`src/rtl/seg_pkg.sv`:
```
// Shared constants and code classification for the 7-segment scan controller.
package seg_pkg;

  localparam logic [3:0] CODE_DASH  = 4'd10;
  localparam logic [3:0] CODE_BLANK = 4'd15;
  localparam logic [7:0] SEG_OFF    = 8'hFF;

  // Codes above the dash have no glyph and are shown dark.
  function automatic logic is_blank_code(input logic [3:0] code);
    return code > CODE_DASH;
  endfunction

endpackage

```
`src/rtl/bin2seg.sv`:
```
// Decodes a 4-bit digit code into active-low {a,b,c,d,e,f,g,dp} segment drives.
module bin2seg
  import seg_pkg::*;
(
  input  logic [3:0] code,
  input  logic       dp,
  output logic [7:0] seg
);

  always_comb begin
    // NOTE: a default ahead of the case keeps every path assigned, so no latch is inferred.
    seg[7:1] = SEG_OFF[7:1];
    case (code)
      4'd0:      seg[7:1] = 7'b0000001;
      4'd1:      seg[7:1] = 7'b1001111;
      4'd2:      seg[7:1] = 7'b0010010;
      4'd3:      seg[7:1] = 7'b0000110;
      4'd4:      seg[7:1] = 7'b1001100;
      4'd5:      seg[7:1] = 7'b0100100;
      4'd6:      seg[7:1] = 7'b0100000;
      4'd7:      seg[7:1] = 7'b0001101;
      4'd8:      seg[7:1] = 7'b0000000;
      4'd9:      seg[7:1] = 7'b0000100;
      CODE_DASH: seg[7:1] = 7'b1111110;
      default:   seg[7:1] = SEG_OFF[7:1];
    endcase
    seg[0] = ~dp;
  end

endmodule

```
`src/rtl/seg_scan_ctrl.sv`:
```
// Time-multiplexed scan controller for an N-digit common-anode 7-segment display,
// with a double-buffered frame, leading-zero suppression and anti-ghosting guard time.
module seg_scan_ctrl
  import seg_pkg::*;
#(
  parameter int N_DIGITS  = 4,
  parameter int TICK_DIV  = 50000,
  parameter int GUARD_CYC = 16
) (
  input  logic                  clk,
  input  logic                  rst_n,
  input  logic                  wr_en,
  input  logic [4*N_DIGITS-1:0] wr_codes,
  input  logic [N_DIGITS-1:0]   wr_dp,
  input  logic                  wr_lz,
  output logic                  pending,
  output logic                  frame_done,
  output logic [7:0]            seg,
  output logic [N_DIGITS-1:0]   an
);

  localparam int PW = $clog2(TICK_DIV);
  localparam int IW = $clog2(N_DIGITS);

  localparam logic [PW-1:0] PRESC_MAX = PW'(TICK_DIV - 1);
  localparam logic [PW-1:0] GUARD_END = PW'(GUARD_CYC);
  localparam logic [IW-1:0] IDX_MAX   = IW'(N_DIGITS - 1);

  typedef logic [N_DIGITS-1:0][3:0] codes_t;

  logic [PW-1:0]       presc;
  logic [IW-1:0]       idx;

  codes_t              shadow_codes;
  logic [N_DIGITS-1:0] shadow_dp;
  logic                shadow_lz;
  codes_t              active_codes;
  logic [N_DIGITS-1:0] active_dp;
  logic                active_lz;

  logic                slot_end;
  logic                frame_wrap;
  logic [3:0]          cur_code;
  logic                cur_dp;
  logic [N_DIGITS-1:0] lz_mask;
  logic [7:0]          dec_seg;
  logic [7:0]          seg_next;
  logic [N_DIGITS-1:0] an_next;

  assign slot_end   = (presc == PRESC_MAX);
  assign frame_wrap = slot_end && (idx == IDX_MAX);
  assign cur_code   = active_codes[idx];
  assign cur_dp     = active_dp[idx];

  // Zeros are blanked from the top digit down until the first non-zero code;
  // digit 0 is excluded so a value of zero still shows one glyph.
  always_comb begin
    logic run;
    lz_mask = '0;
    run     = active_lz;
    for (int i = N_DIGITS - 1; i >= 1; i--) begin
      if (run && (active_codes[i] == 4'd0)) begin
        lz_mask[i] = 1'b1;
      end else begin
        run = 1'b0;
      end
    end
  end

  bin2seg u_bin2seg (
    .code (cur_code),
    .dp   (cur_dp),
    .seg  (dec_seg)
  );

  always_comb begin
    seg_next = dec_seg;
    if (is_blank_code(cur_code) || lz_mask[idx]) begin
      seg_next = {SEG_OFF[7:1], dec_seg[0]};
    end
    an_next = '1;
    if (presc >= GUARD_END) begin
      an_next[idx] = 1'b0;
    end
  end

  always_ff @(posedge clk) begin
    // NOTE: every register, buffers included, is reset so a pending frame cannot survive reset.
    if (!rst_n) begin
      presc        <= '0;
      idx          <= '0;
      shadow_codes <= {N_DIGITS{CODE_BLANK}};
      shadow_dp    <= '0;
      shadow_lz    <= 1'b0;
      active_codes <= {N_DIGITS{CODE_BLANK}};
      active_dp    <= '0;
      active_lz    <= 1'b0;
      pending      <= 1'b0;
      frame_done   <= 1'b0;
      seg          <= SEG_OFF;
      an           <= '1;
    end else begin
      // NOTE: non-blocking assignments let the commit read the old shadow on the same edge a write lands.
      presc      <= slot_end ? '0 : presc + PW'(1);
      frame_done <= frame_wrap;
      if (slot_end) begin
        idx <= (idx == IDX_MAX) ? '0 : idx + IW'(1);
      end

      if (frame_wrap && pending) begin
        active_codes <= shadow_codes;
        active_dp    <= shadow_dp;
        active_lz    <= shadow_lz;
      end

      if (wr_en) begin
        shadow_codes <= codes_t'(wr_codes);
        shadow_dp    <= wr_dp;
        shadow_lz    <= wr_lz;
        pending      <= 1'b1;
      end else if (frame_wrap) begin
        pending      <= 1'b0;
      end

      seg <= seg_next;
      an  <= an_next;
    end
  end

endmodule

```
`config.mk`:
```
export PLATFORM = sky130hd
export DESIGN_NAME = seg_scan_ctrl
export DESIGN_NICKNAME = d
export VERILOG_FILES = /design/src/rtl/seg_pkg.sv /design/src/rtl/bin2seg.sv /design/src/rtl/seg_scan_ctrl.sv
export SDC_FILE = /design/constraint.sdc
export NUM_CORES = 1
export LEC_CHECK = 0
export ABC_AREA = 1
export BUFFER_PORTS_ARGS = -buffer_cell sky130_fd_sc_hd__buf_2
export CAP_MARGIN = 20
export CORE_MARGIN = 1
export CORE_UTILIZATION = 52
export DETAILED_ROUTE_END_ITERATION = 8
export MAX_ROUTING_LAYER = met4
export PLACE_DENSITY = 0.75
export RECOVER_POWER = 100
export SYNTH_ARGS = -nofsm -noshare
export SYNTH_HDL_FRONTEND = slang
export SYNTH_SLANG_ARGS = --single-unit
```
`constraint.sdc`:
```
create_clock -name clk -period 1.76 [get_ports clk]
set_clock_uncertainty 0.15 [all_clocks]
set_input_delay 0.264 -clock clk [delete_from_list [all_inputs] [get_ports clk]]
set_output_delay 0.264 -clock clk [all_outputs]
set_load 0.05 [all_outputs]
```
==> Word-level counts from Yosys, hierarchy flattened <==
Memories as Yosys holds them, arrays and structs flattened. A register that Yosys moved wholly into a read port is not among the register bits.
Cells that the tools add are included.
{ "word_totals": {"ff_bits": 67, "latch_bits": 0, "ramBits": 0, "rom_bits": 112, "output_inout_bits": 14, "elab_cells": 60, "n_memories": 1} }
{ "mem_list": {"columns": ["memory", "words", "word_bits", "read_ports", "rd_ports_with_merged_regs", "wr", "line_no", "text"], "rows": [
  ["(no name shown)", 16, 7, 1, 1, 0, "bin2seg.sv:13", "case (code)"]
]} }
{ "op_classes": {"addsub": 2, "multipliers": 0, "n_div": 0, "magnitude_cmp": 4, "eq_ne": 2, "shifts": 0, "mux": 16, "n_bitwise": 3, "n_reduce_logical": 14} }
{ "op_table": {"columns": ["operator", "count"], "rows": [
  ["$add A16 B1 Y16 const B", 1],
  ["$eq A16 B16 Y1 const B", 1],
  ["$ge A16 B5 Y1 const B", 1],
  ["$logic_not A4 Y1", 3],
  ["$mux W1", 10],
  ["$bmux W4 S2", 1],
  ["$logic_and A1 B1 Y1", 6],
  ["$bmux W1 S2", 2],
  ["$gt A4 B4 Y1 const B", 1],
  ["$mux W4", 1],
  ["$not A4 Y4", 1],
  ["$reduce_or A2 Y1", 2],
  ["$lt A2 B3 Y1 const B", 1],
  ["$add A2 B1 Y2 const B", 1],
  ["$demux W1 S2", 1],
  ["$eq A2 B2 Y1 const B", 1],
  ["$ge A2 B1 Y1 const B", 1],
  ["$mux W2", 1],
  ["$not A1 Y1", 2],
  ["$reduce_and A2 Y1", 1],
  ["$reduce_bool A2 Y1", 1],
  ["$logic_or A1 B1 Y1", 1]
]} }

==> Depth between registers and ports, before layout <==
Gate-level depths: netlist (run 1).
{ "logic_depth": {"ltp_word": 11, "mapped_depth": 11, "mapped_depth_nobuf": 11} }

==> Cells and area by module <==
A second synthesis (run 1) with hierarchy kept.
{ "unflattened": {"hier_cells": 457, "area_unflattened_um2": 3330.7} }
{ "by_module_without_submodules": {"columns": ["mod", "instances", "cells_per_inst", "area_per_inst_um2"], "rows": [
  ["seg_scan_ctrl", 1, 419, 3118.0],
  ["bin2seg", 1, 38, 212.7]
]} }

==> Worst setup path after synthesis (run 1) <==
OpenSTA, ideal clock, no wires.
{ "synth_path": {"kind": "register -> register", "startpoint": "reg idx[0]", "endpoint": "reg seg[3]", "setup_ps": 135, "t_arrival_ps": 1419, "t_required_ps": 1475, "path_slack_ps": 57, "stages_incl_launch_ff": 12, "n_path_buf": 1, "cell_sequence": "dfxtp_1 -> buf_2 -> nand2_1 -> nand3_1 -> nand2_1 -> inv_1 -> ha_1 -> inv_1 -> nand3_1 -> nand3_1 -> nand2_1 -> nand3_1"} }
{ "synth_via": {"elab_chain_len": 5, "elab_cells_between_ends": 7, "cone_classes": "order compare (1); mux (4); reduce/logical (2)"} }
{ "synth_rtl": {"columns": ["element", "line_no", "text"], "rows": [
  ["start: declaration", "seg_scan_ctrl.sv:32", "logic [IW-1:0] idx;"],
  ["start signal: assignment", "seg_scan_ctrl.sv:107", "idx <= (idx == IDX_MAX) ? '0 : idx + IW'(1);"],
  ["$bmux W4 S2", "seg_scan_ctrl.sv:52", "assign cur_code = active_codes[idx];"],
  ["$mux W4 (implied by the code)", "seg_scan_ctrl.sv:52", null],
  ["$gt A4 B4 Y1", "seg_pkg.sv:10", "return code > CODE_DASH;"],
  ["$logic_or A1 B1 Y1", "seg_scan_ctrl.sv:78", "if (is_blank_code(cur_code) || lz_mask[idx]) begin"],
  ["$reduce_or A2 Y1 (no source line)", null, null],
  ["end: declaration", "seg_scan_ctrl.sv:18", "output logic [7:0] seg,"]
]} }
Several ways; a longest one is shown, not always the timed one. The select of a mux whose other input is x is not followed.
A chain may end at the register's enable or synchronous reset.

==> Final worst setup path (run 1) <==
{ "layout_path": {"startpoint": "reg presc[1]", "endpoint": "reg active_codes[5] (netlist name)"} }
{ "layout_via": {"elab_chain_len": 3} }
{ "layout_rtl": {"columns": ["element", "line_no", "text"], "rows": [
  ["start: declaration", "seg_scan_ctrl.sv:31", "logic [PW-1:0] presc;"],
  ["start signal: assignment", "seg_scan_ctrl.sv:104", "presc <= slot_end ? '0 : presc + PW'(1);"],
  ["$eq A16 B16 Y1", "seg_scan_ctrl.sv:50", "assign slot_end = (presc == PRESC_MAX);"],
  ["$logic_and A1 B1 Y1", "seg_scan_ctrl.sv:51", "assign frame_wrap = slot_end && (idx == IDX_MAX);"],
  ["$logic_and A1 B1 Y1", "seg_scan_ctrl.sv:110", "if (frame_wrap && pending) begin"],
  ["end signal: assignment", "seg_scan_ctrl.sv:95", "active_codes <= {N_DIGITS{CODE_BLANK}};"],
  ["end signal: assignment", "seg_scan_ctrl.sv:111", "active_codes <= shadow_codes;"],
  ["end: declaration", "seg_scan_ctrl.sv:37", "codes_t active_codes;"]
]} }
No other way between the ends.

==> impl_metrics.csv, run 1 <==
group,metric,value,unit
routing,via_count,2971,
synth,postSynthRegisterBits,74,
timing,timing_worst_slew_pin_value,0.772,ns
synth,synth.yosys.seq_area_share,45.3,%
clock_tree,clkSinkCount,74,
timing,hold_viol_final,0,
routing,wirelength,6700,um
placed_design,number_of_buffers_inserted_by_port_buffering,37,
clock_tree,ctsHtreeMaxLevel,3,
power,power.density,811,nW/um^2
timing,grt_setup_unrepaired,"yes",
setup_path,worstPathArrival,1.81,ns
finish,mostFrequentLayoutCell,"sky130_fd_sc_hd__nand2_1",
routing,drt-pass1-iter-count,4,
run,cap_violations,0,
timing,setup_viol_count_final,0,
finish,commonest_non_fill_non_tap_cells_in_the_layout,"sky130_fd_sc_hd__nand2_1, sky130_fd_sc_hd__dfxtp_1, sky130_fd_sc_hd__nand3_1, sky130_fd_sc_hd__nor2_1, sky130_fd_sc_hd__buf_2",
global_route,grt_pass1_wl,11400,um
hold_path,hp-class,"input pin to flop",
routing,post_detailed_route_count_of_antenna_violating_nets,0,
placed_design,placement.cell_area,3580,sq um
clock_tree,clock_path_buffers,2,
timing,finalMaxSlewViolations,0,
die,fp.dieH,81.3,um
setup_path,worstSetupStartpointType,"flop",
power,power.static_leakage,1.87,nW
timing,max_fclk,597,MHz
synth,synth_instances,445,
clock_tree,clkTransAtPathRegs,0.08,ns
setup_path,cp.required,1.89,ns
die,initial_cell_density_of_the_core,54.6,%
power,power.total,3.27,mW
routing,viasPerCell,5.02,
routing,first_iter_violations,125,
routing,route.detailed.wl_per_inst,11.3,um
setup_path,worst-setup-path-type,"flop to flop",
run_status,result_of_the_run,"complete, no violations",
die,die_width,81.3,um
finish,antenna_cells,0,
clock_tree,cts_tree,"yes",
global_route,initial_antenna_violation_count,0,
clock_tree,worstSkewPairLatency,0.35,ns
synth,synth_nets,480,
placed_design,gpl.final_weighted_congestion,0.872,
timing,layout_min_cycle_time,1.67,ns
die,pin_count,38,
clock_tree,cts_setup_buffers,0,
clock_tree,cts_made_buffers,9,
finish,finish.net_count,547,
die,coreArea,5990,sq um
die,core.rowCount,28,
global_route,gr-total-overflow,0,
power,irDropWorstVdd,0.552,mV
setup_path,worstSetupEndpointType,"flop",
finish,syn_to_final_growth,23.1,%
synth,synth.cell_area,3270,sq um
finish,layout.cell_area.non_filler,4030,sq um
synth,synthesis.yosys.warnings,0,
setup_path,cp_max_fo,8,
global_route,grt_max_degree,43,
finish,layout-drive-gt1-share,17.6,%
clock_tree,cts.root.buffer_cell,"sky130_fd_sc_hd__clkbuf_8",
global_route,globalRouteTotalUtil,23.1,%
placed_design,dp_hpwl,4550,um
routing,route.detailed.drc,0,
timing,final.period_utilization,95.1,%
timing,timing.max_slew.rel_slack,48.5,%
synth,synth.avg_cell_area,7.35,sq um
finish,number_of_fillers_in_the_final_layout,522,
synth,synth.lib_cells_used.distinct,30,
timing,timing.setup.tns,0,ns
global_route,grt_pass1_vias,2678,
setup_path,regToRegSetupSlack,0.09,ns
die,die-area,6610,sq um
[path summary, 6_finish.rpt]
check / startpoint / to / depth (start not counted)
max: presc[1] / active_codes[5] / 7
min: rst_n / seg[0] / 2
min reg2reg: shadow_codes[7] / active_codes[7] / 2
max reg2reg: presc[1] / active_codes[5] / 7
[cells in the mapped netlist]
| cell type | instances | area, sq um |
|---|---|---|
| sky130_fd_sc_hd__nand2_1 | 130 | 488 |
| sky130_fd_sc_hd__dfxtp_1 | 74 | 1480 |
| sky130_fd_sc_hd__nand3_1 | 66 | 330 |
| sky130_fd_sc_hd__nor2_1 | 60 | 225 |
| sky130_fd_sc_hd__inv_1 | 29 | 109 |
| sky130_fd_sc_hd__ha_1 | 11 | 138 |
| sky130_fd_sc_hd__o21ai_0 | 11 | 55.1 |
| sky130_fd_sc_hd__a21oi_1 | 10 | 50.1 |
| sky130_fd_sc_hd__clkbuf_1 | 9 | 33.8 |
| sky130_fd_sc_hd__inv_2 | 6 | 22.5 |
| sky130_fd_sc_hd__buf_2 | 4 | 20.0 |
| sky130_fd_sc_hd__nand2_2 | 4 | 25.0 |
| sky130_fd_sc_hd__nand4_1 | 4 | 25.0 |
| sky130_fd_sc_hd__nor3_1 | 4 | 20.0 |
| sky130_fd_sc_hd__xor2_1 | 4 | 35.0 |
| sky130_fd_sc_hd__nor2_8 | 2 | 40.0 |
| sky130_fd_sc_hd__nor3_2 | 2 | 20.0 |
| sky130_fd_sc_hd__or2_2 | 2 | 12.5 |
| sky130_fd_sc_hd__xnor2_1 | 2 | 17.5 |
| sky130_fd_sc_hd__buf_4 | 1 | 7.51 |
| sky130_fd_sc_hd__buf_8 | 1 | 15.0 |
| sky130_fd_sc_hd__nand2_4 | 1 | 11.3 |
| sky130_fd_sc_hd__nand3_2 | 1 | 10.0 |
| sky130_fd_sc_hd__nand3_4 | 1 | 17.5 |
| sky130_fd_sc_hd__nand3b_1 | 1 | 7.51 |
| sky130_fd_sc_hd__nand4_4 | 1 | 21.3 |
| sky130_fd_sc_hd__nor2_4 | 1 | 11.3 |
| sky130_fd_sc_hd__nor3b_1 | 1 | 7.51 |
| sky130_fd_sc_hd__o211ai_1 | 1 | 7.51 |
| sky130_fd_sc_hd__or2_0 | 1 | 6.26 |
[kinds of logic after synthesis]
| group | after synthesis | share of synthesized area [%] |
|---|---|---|
| XOR/XNOR | 6 | 1.61 |
| flip-flops | 74 | 45.3 |
| AO/OA/AOI/OAI | 22 | 3.44 |
| buffers and inverters | 50 | 6.35 |
| adder cells (fa/ha/maj) | 11 | 4.21 |
| AND/OR/NAND/NOR | 282 | 39.1 |
[power breakdown]
group	internal, mW	switching (mW)	leakage [nW]
sequential	1.71	0.0254	0.606
combinational	0.0840	0.0909	1.16
clock	0.738	0.615	0.100
total	2.53	0.731	1.87
[stage by stage]
stage | cells | hold WS, ns | setup slack [ns] | utilization (%)
6_report | 592 | 0.0207 | 0.0861 | 67.2
5_1_grt | 592 | 0.0308 | -0.0105 | 67.2
4_1_cts | 591 | 0.00240 | 0.00124 | 66.6
3_5_place_dp | 554 | 0.295 | -0.00301 | 59.7
3_3_place_gp | 554 | 0.291 | 0.0701 | 59.7
2_1_floorplan | 445 | 0.240 | 0.0569 | -
[registers in the layout, indices dropped and copies added, names as in the netlist]
name / count
pending: 1
seg: 8
frame_done: 1
active_lz: 1
active_dp: 4
an: 4
presc: 16
shadow_lz: 1
shadow_codes: 16
idx: 2
active_codes: 16
shadow_dp: 4
[routing by layer]
metal  GRT usage (%)  part of all wire, %  up-vias
met5               -                    0        -
met4            10.7                  1.6        0
met3            4.04                  3.9       12
met2            37.1                   47       62
met1            28.0                   48     1349
li1                -                    -     1548
[critical path: stages (launching register included)]
cell                      delay [ns]
sky130_fd_sc_hd__dfxtp_1        0.38
sky130_fd_sc_hd__ha_2           0.22
sky130_fd_sc_hd__nand3_2        0.12
sky130_fd_sc_hd__nor2_4         0.19
sky130_fd_sc_hd__nand3_4        0.16
sky130_fd_sc_hd__nor2_4         0.22
sky130_fd_sc_hd__nand2_1        0.09
sky130_fd_sc_hd__nand3_1        0.08
[final cells by class]
cell class | instances | area [sq um] | share of cell area [%]
Clock buffer | 13 | 159 | 3.95
Clock inverter | 3 | 46.3 | 1.15
Inverter | 35 | 134 | 3.33
Multi-Input combinational cell | 322 | 1610 | 39.9
Sequential cell | 74 | 1490 | 37.0
Tap cell | 75 | 93.8 | 2.33
Timing Repair Buffer | 70 | 495 | 12.3
[what timing repair did]
item	4_1_cts	5_1_grt
hold buffers	21	0
gates resized for setup	1	9
endpoints found under the setup margin	1	18
gates cloned	0	1
pin swaps	0	2
hold endpoints to repair	21	0
Note: power is estimated with default switching activity, not from simulation.
==> inputs of run 2 (changes only) <==
PLACE_DENSITY = 0.76   (was 0.75)
==> impl_metrics.csv, run 2 (synthesis gave the netlist of run 1 again) <==
group,metric,value,unit
global_route,grt_pass1_vias,2745,
setup_path,worstPathArrival,1.72,ns
placed_design,place_inst,554,
power,power.static_leakage,1.86,nW
routing,viasPerCell,4.98,
die,die_width,81.3,um
timing,timing_worst_slew_pin_value,0.601,ns
clock_tree,clkTransAtPathRegs,0.07,ns
timing,grt_setup_unrepaired,"yes",
global_route,gr-total-overflow,0,
routing,via_count,2945,
die,die-area,6610,sq um
finish,finish.net_count,546,
die,core.rowCount,28,
finish,finalCoreUtilization,66.8,%
timing,worst_slack,0.120,ns
placed_design,gpl.final_weighted_congestion,0.921,
setup_path,worstSetupStartpointType,"flop",
timing,hold-worst-slack,0.0195,ns
finish,layout-drive-gt1-share,14.9,%
setup_path,worstSetupEndpointType,"flop",
clock_tree,cts_made_buffers,9,
finish,antenna_cells,0,
global_route,grt_max_degree,43,
hold_path,hp-class,"input pin to flop",
timing,max_fclk,610,MHz
global_route,globalRouteTotalUtil,24.4,%
die,coreArea,5990,sq um
setup_path,worst_r2r_startpoint,"presc[1]",
setup_path,path_buf_inv,1,
clock_tree,cts_tree,"yes",
clock_tree,clock_path_buffers,2,
hold_path,worstHoldStart,"rst_n",
finish,syn_to_final_growth,22.3,%
finish,mostFrequentLayoutCell,"sky130_fd_sc_hd__nand2_1",
clock_tree,cts_setup_buffers,0,
timing,layout_min_cycle_time,1.64,ns
setup_path,cells_traversed_along_the_worst_timing_path,"ha_1 -> nand3_2 -> nor2_4 -> nand4_4 -> buf_6 -> nand2_1 -> nand3_1",
placed_design,number_of_buffers_inserted_by_port_buffering,37,
clock_tree,worstSkewPairLatency,0.36,ns
finish,final_cell_count_no_fill,591,
power,power.density,840,nW/um^2
timing,timing.max_slew.rel_slack,60.1,%
clock_tree,ctsHtreeMaxLevel,3,
routing,route.detailed.wl_per_inst,11.7,um
die,pin_count,38,
setup_path,delay_of_the_slowest_cell_on_the_worst_path,0.37,ns
die,initial_cell_density_of_the_core,54.6,%
global_route,grt_pass1_wl,11800,um
setup_path,worst-setup-path-type,"flop to flop",
setup_path,worst_setup_path_startpoint,"presc[1]",
routing,first_iter_violations,112,
routing,route.detailed.drc,0,
placed_design,place_worst_setup_slack,0.0129,ns
timing,hold_viol_final,0,
finish,number_of_fillers_in_the_final_layout,514,
setup_path,path_delay_family,"simple AND/OR/NAND/NOR gates",
setup_path,cp_max_fo,26,
run_status,result_of_the_run,"complete, no violations",
timing,final.period_utilization,93.2,%
clock_tree,clkSinkCount,74,
timing,setup_viol_count_final,0,
global_route,initial_antenna_violation_count,0,
finish,commonest_non_fill_non_tap_cells_in_the_layout,"sky130_fd_sc_hd__nand2_1, sky130_fd_sc_hd__dfxtp_1, sky130_fd_sc_hd__nand3_1, sky130_fd_sc_hd__nor2_1, sky130_fd_sc_hd__inv_1",
die,fp.dieH,81.3,um
routing,wirelength,6890,um
power,irDropWorstVdd,0.690,mV
timing,finalMaxSlewViolations,0,
setup_path,cp.required,1.84,ns
clock_tree,cts.root.buffer_cell,"sky130_fd_sc_hd__clkbuf_8",
finish,largestRegisters,"active_codes (16), presc (16), shadow_codes (16)",
placed_design,dp_hpwl,4690,um
routing,post_detailed_route_count_of_antenna_violating_nets,0,
run,cap_violations,0,
routing,drt-pass1-iter-count,4,
setup_path,critical-path-slowest-cell,"sky130_fd_sc_hd__dfxtp_1",
## run 2: per-stage QoR
stage                     power [mW]    TNS, ns  area [sq um]
final                           3.36          0          4000
after global routing            3.49  -0.000567          4000
after CTS                       3.39          0          4010
after detailed placement        1.91          0          3580
after global placement          1.91          0          3580
after floorplan                 1.86          0          3270
## run 2: repair_timing
action / CTS / global route
hold buffers: 21 / 0
gates resized for setup: 2 / 6
cloned: 0 / 0
setup endpoints to repair: 3 / 18
endpoints found under the hold margin: 21 / 0
pin swaps: 0 / 1
## run 2: report_power, final
part / internal, mW / switching, mW
sequential: 1.71 / 0.0235
clock: 0.803 / 0.646
combinational: 0.0845 / 0.0908
## run 2: per-layer routing
| metal | GRT usage (%) | vias to the layer above | routed length [um] |
|---|---|---|---|
| met5 | - | - | 0 |
| met4 | 10.5 | 0 | 172 |
| met3 | 6.18 | 18 | 355 |
| met2 | 41.0 | 73 | 3400 |
| met1 | 27.3 | 1300 | 2960 |
| li1 | - | 1554 | - |
## run 2: final cells by class
cell class	instances	area, sq um	share of cell area [%]
repair buffers	70	473	11.8
multi-input cells	321	1590	39.9
clock inverters	6	90.1	2.25
flip-flops and latches	74	1490	37.2
clock buffers	10	128	3.19
inverters	35	134	3.35
well taps	75	93.8	2.35
## run 2: final timing paths
path | to | slack (ns) | cells after the start
min | seg[0] | 0.02 | 2
min reg2reg | active_codes[2] | 0.31 | 2
max reg2reg | active_codes[5] | 0.12 | 7
max | active_codes[5] | 0.12 | 7
